===== config.mk =====
export PLATFORM = sky130hd
export DESIGN_NAME = mem_ctrl
export DESIGN_NICKNAME = d
export VERILOG_FILES = /design/src/rtl/mem_ctrl_pkg.sv /design/src/rtl/mem_ctrl.sv
export SDC_FILE = /design/constraint.sdc
export NUM_CORES = 1
export LEC_CHECK = 0
export BUFFER_PORTS_ARGS = -buffer_cell sky130_fd_sc_hd__buf_2
export CORE_ASPECT_RATIO = 0.9
export CORE_MARGIN = 4
export CORE_UTILIZATION = 43
export DETAILED_ROUTE_END_ITERATION = 10
export PLACE_DENSITY_LB_ADDON = 0.12
export REMOVE_ABC_BUFFERS = 1
export SLEW_MARGIN = 40
export SYNTH_ARGS = -nofsm -noshare
export SYNTH_HDL_FRONTEND = slang
export SYNTH_SLANG_ARGS = --single-unit

===== constraint.sdc =====
create_clock -name clk -period 1.85 [get_ports clk]
set_input_delay 0.0925 -clock clk [delete_from_list [all_inputs] [get_ports clk]]
set_output_delay 0.0925 -clock clk [all_outputs]
set_load 0.05 [all_outputs]

===== src/rtl/mem_ctrl_pkg.sv =====
// mem_ctrl_pkg: shared definitions for the memory controller.
//   mc_state_e  - controller FSM states (MC_IDLE, MC_IF_READ, MC_LS_READ, MC_LS_WRITE)
//   SZ_B/SZ_H/SZ_W - lsb_size[1:0] codes for byte, half and word accesses
//   IO_MASK_DEF - default address bits that, when all set, mark an IO access
//   last_cnt()  - index of the final byte (N-1) for a size code
//   extend()    - sign/zero extension of an assembled load value
package mem_ctrl_pkg;

  typedef enum logic [1:0] {
    MC_IDLE     = 2'd0,
    MC_IF_READ  = 2'd1,
    MC_LS_READ  = 2'd2,
    MC_LS_WRITE = 2'd3
  } mc_state_e;

  localparam logic [1:0]  SZ_B = 2'b00;
  localparam logic [1:0]  SZ_H = 2'b01;
  localparam logic [1:0]  SZ_W = 2'b10;
  localparam logic [31:0] IO_MASK_DEF = 32'h0003_0000;

  // Unused code 2'b11 is treated as a word access.
  function automatic logic [1:0] last_cnt(input logic [1:0] sz);
    case (sz)
      SZ_B:    return 2'd0;
      SZ_H:    return 2'd1;
      default: return 2'd3;
    endcase
  endfunction

  // size[2] = 1 selects zero extension, otherwise sign extension.
  function automatic logic [31:0] extend(input logic [31:0] raw, input logic [2:0] size);
    logic [31:0] r;
    case (size[1:0])
      SZ_B:    r = {{24{~size[2] & raw[7]}}, raw[7:0]};
      SZ_H:    r = {{16{~size[2] & raw[15]}}, raw[15:0]};
      default: r = raw;
    endcase
    return r;
  endfunction

endpackage


===== src/rtl/mem_ctrl.sv =====
// mem_ctrl: arbitrates instruction fetch and the load/store buffer onto a
// byte-wide RAM/IO port, serialising each access into 1, 2 or 4 byte
// transfers and returning one 32-bit result with a one-cycle ready pulse.
//
// Optional feature: define MEM_CTRL_IO_STALL_EN to hold a store to an IO
// address (all IO_MASK bits set) while io_buffer_full is high.
//
// Ports:
//   clk, rst          clock, synchronous active-high reset
//   rdy               global enable; low freezes all state, blocks writes
//   mem_din           RAM read data (byte for the address of the previous cycle)
//   mem_dout/mem_a/mem_wr  byte bus towards RAM/IO (0 when idle)
//   io_buffer_full    UART buffer full (used only with MEM_CTRL_IO_STALL_EN)
//   clear             mispredict flush; aborts fetches only
//   if_req/if_addr    fetch request   -> if_ready pulse, if_inst word
//   lsb_req/lsb_size/lsb_way/lsb_addr/lsb_value  load/store request
//                     -> lsb_ready pulse, lsb_result (0 for stores)
//   fsm_state         current FSM state, for observation
//
// Handshake: requests are levels sampled in MC_IDLE; lsb_req wins over
// if_req, clear blocks if_req, and nothing is accepted while either ready
// pulse is high. A request accepted at the end of cycle T drives its first
// byte in T+1; ready is high for exactly one cycle in T+N+1, and the result
// is valid in that cycle and holds until the next pulse of that port.
module mem_ctrl
  import mem_ctrl_pkg::*;
#(
  parameter int                 ADDR_W  = 32,
  parameter logic [ADDR_W-1:0]  IO_MASK = ADDR_W'(IO_MASK_DEF)
) (
  input  logic              clk,
  input  logic              rst,
  input  logic              rdy,
  input  logic [7:0]        mem_din,
  output logic [7:0]        mem_dout,
  output logic [ADDR_W-1:0] mem_a,
  output logic              mem_wr,
  input  logic              io_buffer_full,
  input  logic              clear,
  input  logic              if_req,
  input  logic [ADDR_W-1:0] if_addr,
  output logic              if_ready,
  output logic [31:0]       if_inst,
  input  logic              lsb_req,
  input  logic [2:0]        lsb_size,
  input  logic              lsb_way,
  input  logic [ADDR_W-1:0] lsb_addr,
  input  logic [31:0]       lsb_value,
  output logic              lsb_ready,
  output logic [31:0]       lsb_result,
  output mc_state_e         fsm_state
);

  mc_state_e         state;
  logic [1:0]        cnt;
  logic [ADDR_W-1:0] base;
  logic [2:0]        size_q;
  logic              way_q;
  logic [31:0]       value_q;
  logic [23:0]       rbuf;        // bytes 0..2 captured so far
  logic              if_ready_q;
  logic              lsb_ready_q;
  logic [31:0]       inst_hold;
  logic [31:0]       result_hold;

  logic [1:0]        last;
  logic              is_io;
  logic              stall;
  logic [31:0]       raw;
  logic [31:0]       lsb_val;

  assign last      = last_cnt(size_q[1:0]);
  assign is_io     = (base & IO_MASK) == IO_MASK;
  assign fsm_state = state;

`ifdef MEM_CTRL_IO_STALL_EN
  assign stall = (state == MC_LS_WRITE) && is_io && io_buffer_full;
`else
  logic unused_io;
  assign stall     = 1'b0;
  assign unused_io = io_buffer_full ^ is_io;
`endif

  // The final byte is still on mem_din during the ready cycle, so the
  // result is assembled from the captured bytes plus mem_din, then held.
  always_comb begin
    raw = {mem_din, rbuf};
    case (size_q[1:0])
      SZ_B:    raw = {24'h0, mem_din};
      SZ_H:    raw = {16'h0, mem_din, rbuf[7:0]};
      default: raw = {mem_din, rbuf};
    endcase
    lsb_val = way_q ? 32'h0 : extend(raw, size_q);
  end

  assign if_ready   = if_ready_q;
  assign lsb_ready  = lsb_ready_q;
  assign if_inst    = if_ready_q  ? raw     : inst_hold;
  assign lsb_result = lsb_ready_q ? lsb_val : result_hold;

  // Bus drive is decoded from registered state; mem_wr is gated by rdy
  // and the IO stall so a frozen cycle never repeats a write.
  always_comb begin
    mem_a    = '0;
    mem_dout = 8'h00;
    mem_wr   = 1'b0;
    if (state != MC_IDLE) begin
      mem_a = base + ADDR_W'(cnt);
      if (state == MC_LS_WRITE) begin
        mem_dout = value_q[{cnt, 3'b000} +: 8];
        mem_wr   = rdy & ~stall;
      end
    end
  end

  always_ff @(posedge clk) begin
    if (rst) begin
      state       <= MC_IDLE;
      cnt         <= 2'd0;
      base        <= '0;
      size_q      <= 3'b000;
      way_q       <= 1'b0;
      value_q     <= 32'h0;
      rbuf        <= 24'h0;
      if_ready_q  <= 1'b0;
      lsb_ready_q <= 1'b0;
      inst_hold   <= 32'h0;
      result_hold <= 32'h0;
    end else if (rdy) begin
      if_ready_q  <= 1'b0;
      lsb_ready_q <= 1'b0;
      if (if_ready_q)  inst_hold   <= raw;
      if (lsb_ready_q) result_hold <= lsb_val;
      case (state)
        MC_IDLE: begin
          if (!if_ready_q && !lsb_ready_q) begin
            if (lsb_req) begin
              base    <= lsb_addr;
              size_q  <= lsb_size;
              way_q   <= lsb_way;
              value_q <= lsb_value;
              cnt     <= 2'd0;
              state   <= lsb_way ? MC_LS_WRITE : MC_LS_READ;
            end else if (if_req && !clear) begin
              base   <= if_addr;
              size_q <= {1'b0, SZ_W};
              way_q  <= 1'b0;
              cnt    <= 2'd0;
              state  <= MC_IF_READ;
            end
          end
        end
        MC_IF_READ, MC_LS_READ: begin
          // mem_din now holds the byte addressed in the previous cycle.
          case (cnt)
            2'd1:    rbuf[7:0]   <= mem_din;
            2'd2:    rbuf[15:8]  <= mem_din;
            2'd3:    rbuf[23:16] <= mem_din;
            default: ;
          endcase
          if (state == MC_IF_READ && clear) begin
            state <= MC_IDLE;
            cnt   <= 2'd0;
          end else if (cnt == last) begin
            state <= MC_IDLE;
            cnt   <= 2'd0;
            if (state == MC_IF_READ) if_ready_q  <= 1'b1;
            else                     lsb_ready_q <= 1'b1;
          end else begin
            cnt <= cnt + 2'd1;
          end
        end
        MC_LS_WRITE: begin
          if (!stall) begin
            if (cnt == last) begin
              state       <= MC_IDLE;
              cnt         <= 2'd0;
              lsb_ready_q <= 1'b1;
            end else begin
              cnt <= cnt + 2'd1;
            end
          end
        end
        default: state <= MC_IDLE;
      endcase
    end
  end

endmodule


==> results.yml <==
sta:
  grt_setup_unrepaired: "yes"
  max_slew_margin_pct: 60.5
  tns_ns: -16.76
  final_max_slew_viol_count: 0
  worst_pin_slew_ns: 0.593
  fin_crit_sh_pct: 129
  setup_viol: 82
  final_hold_viol_count: 0
  min_period_ns: 2.39
  fin_ws_ns: -0.538
  hold_ws_ns: 0.00537
  skew_ns: 0.00726
  max_freq_ghz: 0.419
power_and_ir_drop:
  clkPwrFrac_pct: 36.2
  p_total_mw: 10.0
  swShare_pct: 31.7
  vdd_drop_max_v: 0.000477
  p_leak_nw: 6.21
  power.internal_mw: 6.86
  combPwrFrac_pct: 26.1
  p_per_area_nw_per_um2: 711
  p_seq_share_pct: 37.7
  power_switching_mw: 3.18
clocking:
  cts_tree: "built"
  cts_root_buf: "clkbuf_16"
  h-tree-depth: 4
  path_clk_slew_ns: 0.07
  cts_sinks: 162
  clkLatencyLatePin_ns: 0.43
  clockBufferDepth: 2
  numCtsBuffers: 17
worst_setup_path:
  cp_num_buf_inv: 1
  cp_slowest_cell: "or4_1"
  critPathMaxStageDelay_ns: 0.42
  r2r_end: "fsm_state[1]$_SDFFE_PP0P_"
  reg2reg_slack_ns: -0.10
  cp-start-kind: "flop"
  cp.required_ns: 1.76
  path_cells: "ha_4 -> fa_2 -> and3_4 -> nand4_1 -> or4_1 -> a21oi_1 -> buf_4"
  cp.arrival_ns: 2.30
  critPathTopFamily: "simple AND/OR/NAND/NOR gates"
  cp-end-kind: "output pin"
  r2r_cells: 7
  critical_path_class: "flop to output pin"
  r2r-start: "size_q[0]$_SDFFE_PP0P_"
  critPathMaxFanout: 3
routing:
  ant_nets: 0
  routed_wl_um: 30800
  dr.first_iter.drc_count: 583
  avgViaCountPerCell: 5.52
  vias: 9163
  drc: 0
  drt-pass1-iter-count: 5
  wl_per_cell_um: 18.6
floorplan:
  ios: 224
  die_y_um: 142
  fp.coreArea_sq_um: 19400
  start_util_pct: 44.2
  die_w_um: 157
  die_area_sq_um: 22300
  rows: 48
finish:
  diodes: 0
  layout_commonest_cell: "dfxtp_1"
  post-route-util_pct: 72.9
  drive_above_1_share_pct: 43.6
  instances_no_fill: 1659
  final_cell_mix: "145 x dfxtp_1, 137 x buf_4, 128 x nand2_1, 119 x buf_2, 110 x nor2_1"
  multiInputGateArea_sq_um: 5930
  area_growth_pct: 64.9
  nets: 1520
  regArea_sq_um: 3270
  fillers: 1404
placement:
  io_buffers: 222
  gp_congestion: 0.834
  dp.cells: 1509
  hpwlAfterDp_um: 17800
synthesis:
  synth.ff_latch_count: 162
  syn_inst: 1029
  yosysWarnings: 0
  synth_area_sq_um: 8570
  synth_ff_type: "dfxtp_1"
  seq_area_frac_synth_pct: 37.9
  ys_async_sr_fraction_pct: 0
  avgSynthCellArea_sq_um: 8.33
  synth_edf_count: 0
  synth_cell_types: 58
run_status:
  violations: "setup timing"
  status: "finished, violations left"
global_routing:
  grt_max_degree: 101
  track_usage_pct: 26.6
  overflow: 0
  antenna_found_initial: 0
  grt_first_pass_wirelength_um: 47500
  grt_pass1_vias: 9171
hold_path:
  min_path_type: "input pin to flop"
  whs_path_depth: 3
  hp-start: "lsb_addr[21]"
  hold_path_end: "base[21]$_SDFFE_PP0P_"
job:
  max-cap-violations: 0
## flip-flops by register name, indices dropped and copies added, names as in the netlist
| name | count |
|---|---|
| base | 32 |
| cnt | 2 |
| fsm_state | 2 |
| if_ready | 1 |
| inst_hold | 32 |
| lsb_ready | 1 |
| rbuf | 24 |
| result_hold | 32 |
| size_q | 3 |
| value_q | 32 |
| way_q | 1 |
## per-layer routing
| metal | part of all wire, % | GRT usage (%) | up-vias |
|---|---|---|---|
| met1 | 42 | 33.7 | 4392 |
| met5 | 0 | 0 | - |
| li1 | - | - | 4401 |
| met3 | 5.7 | 5.22 | 46 |
| met2 | 50 | 45.9 | 324 |
| met4 | 2.2 | 7.99 | 0 |
## how the worst max path moves through the flow
stage          depth (start not counted)              startpoint                           end  slack [ns]
4_1_cts                                7    base[0]$_SDFFE_PP0P_                     mem_a[30]       -0.64
3_5_place_dp                           7     cnt[0]$_SDFFE_PP0P_                     mem_a[24]       -0.33
3_3_place_gp                           7     cnt[0]$_SDFFE_PP0P_                     mem_a[22]       -0.30
6_report                               7     cnt[0]$_SDFFE_PP0P_                     mem_a[28]       -0.54
2_1_floorplan                          4  lsb_ready$_SDFFE_PP0P_  result_hold[16]$_SDFFE_PP0P_       -1.41
5_1_grt                                7    base[0]$_SDFFE_PP0P_                     mem_a[28]       -0.64
## repair_timing
action                                  4_1_cts  5_1_grt
hold buffers                                 39        0
gates resized for setup                     414      109
pin swaps                                    56       57
cloned                                        6        1
endpoints found under the setup margin       96      114
hold endpoints to repair                     38        0
setup buffers                                56       26
## cell families after synthesis
logic type	share of synthesized area, %
AO/OA/AOI/OAI	19.2
XOR/XNOR	1.23
adder cells (fa/ha/maj)	1.40
buffers and inverters	6.80
flip-flops	37.9
multiplexers	11.6
AND/OR/NAND/NOR	22.0
## worst register-to-register path, delay by kind of cell (launching register included)
kind	cells	cell delay, ns
AO/OA/AOI/OAI	3	0.94
buffers and inverters	3	0.39
flip-flops	1	0.36
AND/OR/NAND/NOR	1	0.16
## Yosys cell counts, drive strengths merged, types with 9 or more instances
master,n,share of area [%]
inv,42,1.8
xor2,10,1.0
a31oi,23,1.7
a211oi,32,2.8
nand3b,9,0.79
and2,10,0.73
dfxtp,162,38
o31ai,11,0.96
or4,11,0.96
nand3,35,2.1
o211a,38,4.4
nand4,12,1.1
nor2,112,4.9
mux2i,72,8.4
nand2,130,5.7
buf,39,2.7
clkbuf,48,2.2
o21ai,30,1.8
a21oi,60,3.5
or3b,9,0.92
and3,12,0.88
nor2b,21,1.5
o22ai,17,1.2
## stage by stage
stage | setup WS, ns | area [sq um]
after floorplan | -1.41 | 8150
final | -0.538 | 14100
after CTS | -0.635 | 13600
after detailed placement | -0.331 | 10400
after global placement | -0.303 | 10400
after global routing | -0.637 | 14100
## layout make-up
type	count	area share (%)
Clock buffer	17	3.01
Clock inverter	15	1.25
Inverter	43	1.18
Multi-Input combinational cell	738	41.9
Sequential cell	162	23.2
Tap cell	250	2.21
Timing Repair Buffer	434	27.2
## power groups by stage
stage	combinational [mW]	clock (mW)	sequential [mW]
final	2.62	3.64	3.78
after global routing	2.79	3.82	3.80
after CTS	2.50	3.66	3.78
after detailed placement	1.88	0	3.84
after global placement	1.87	0	3.84
after floorplan	1.06	0	3.90
Note: power is estimated with default switching activity, not from simulation.
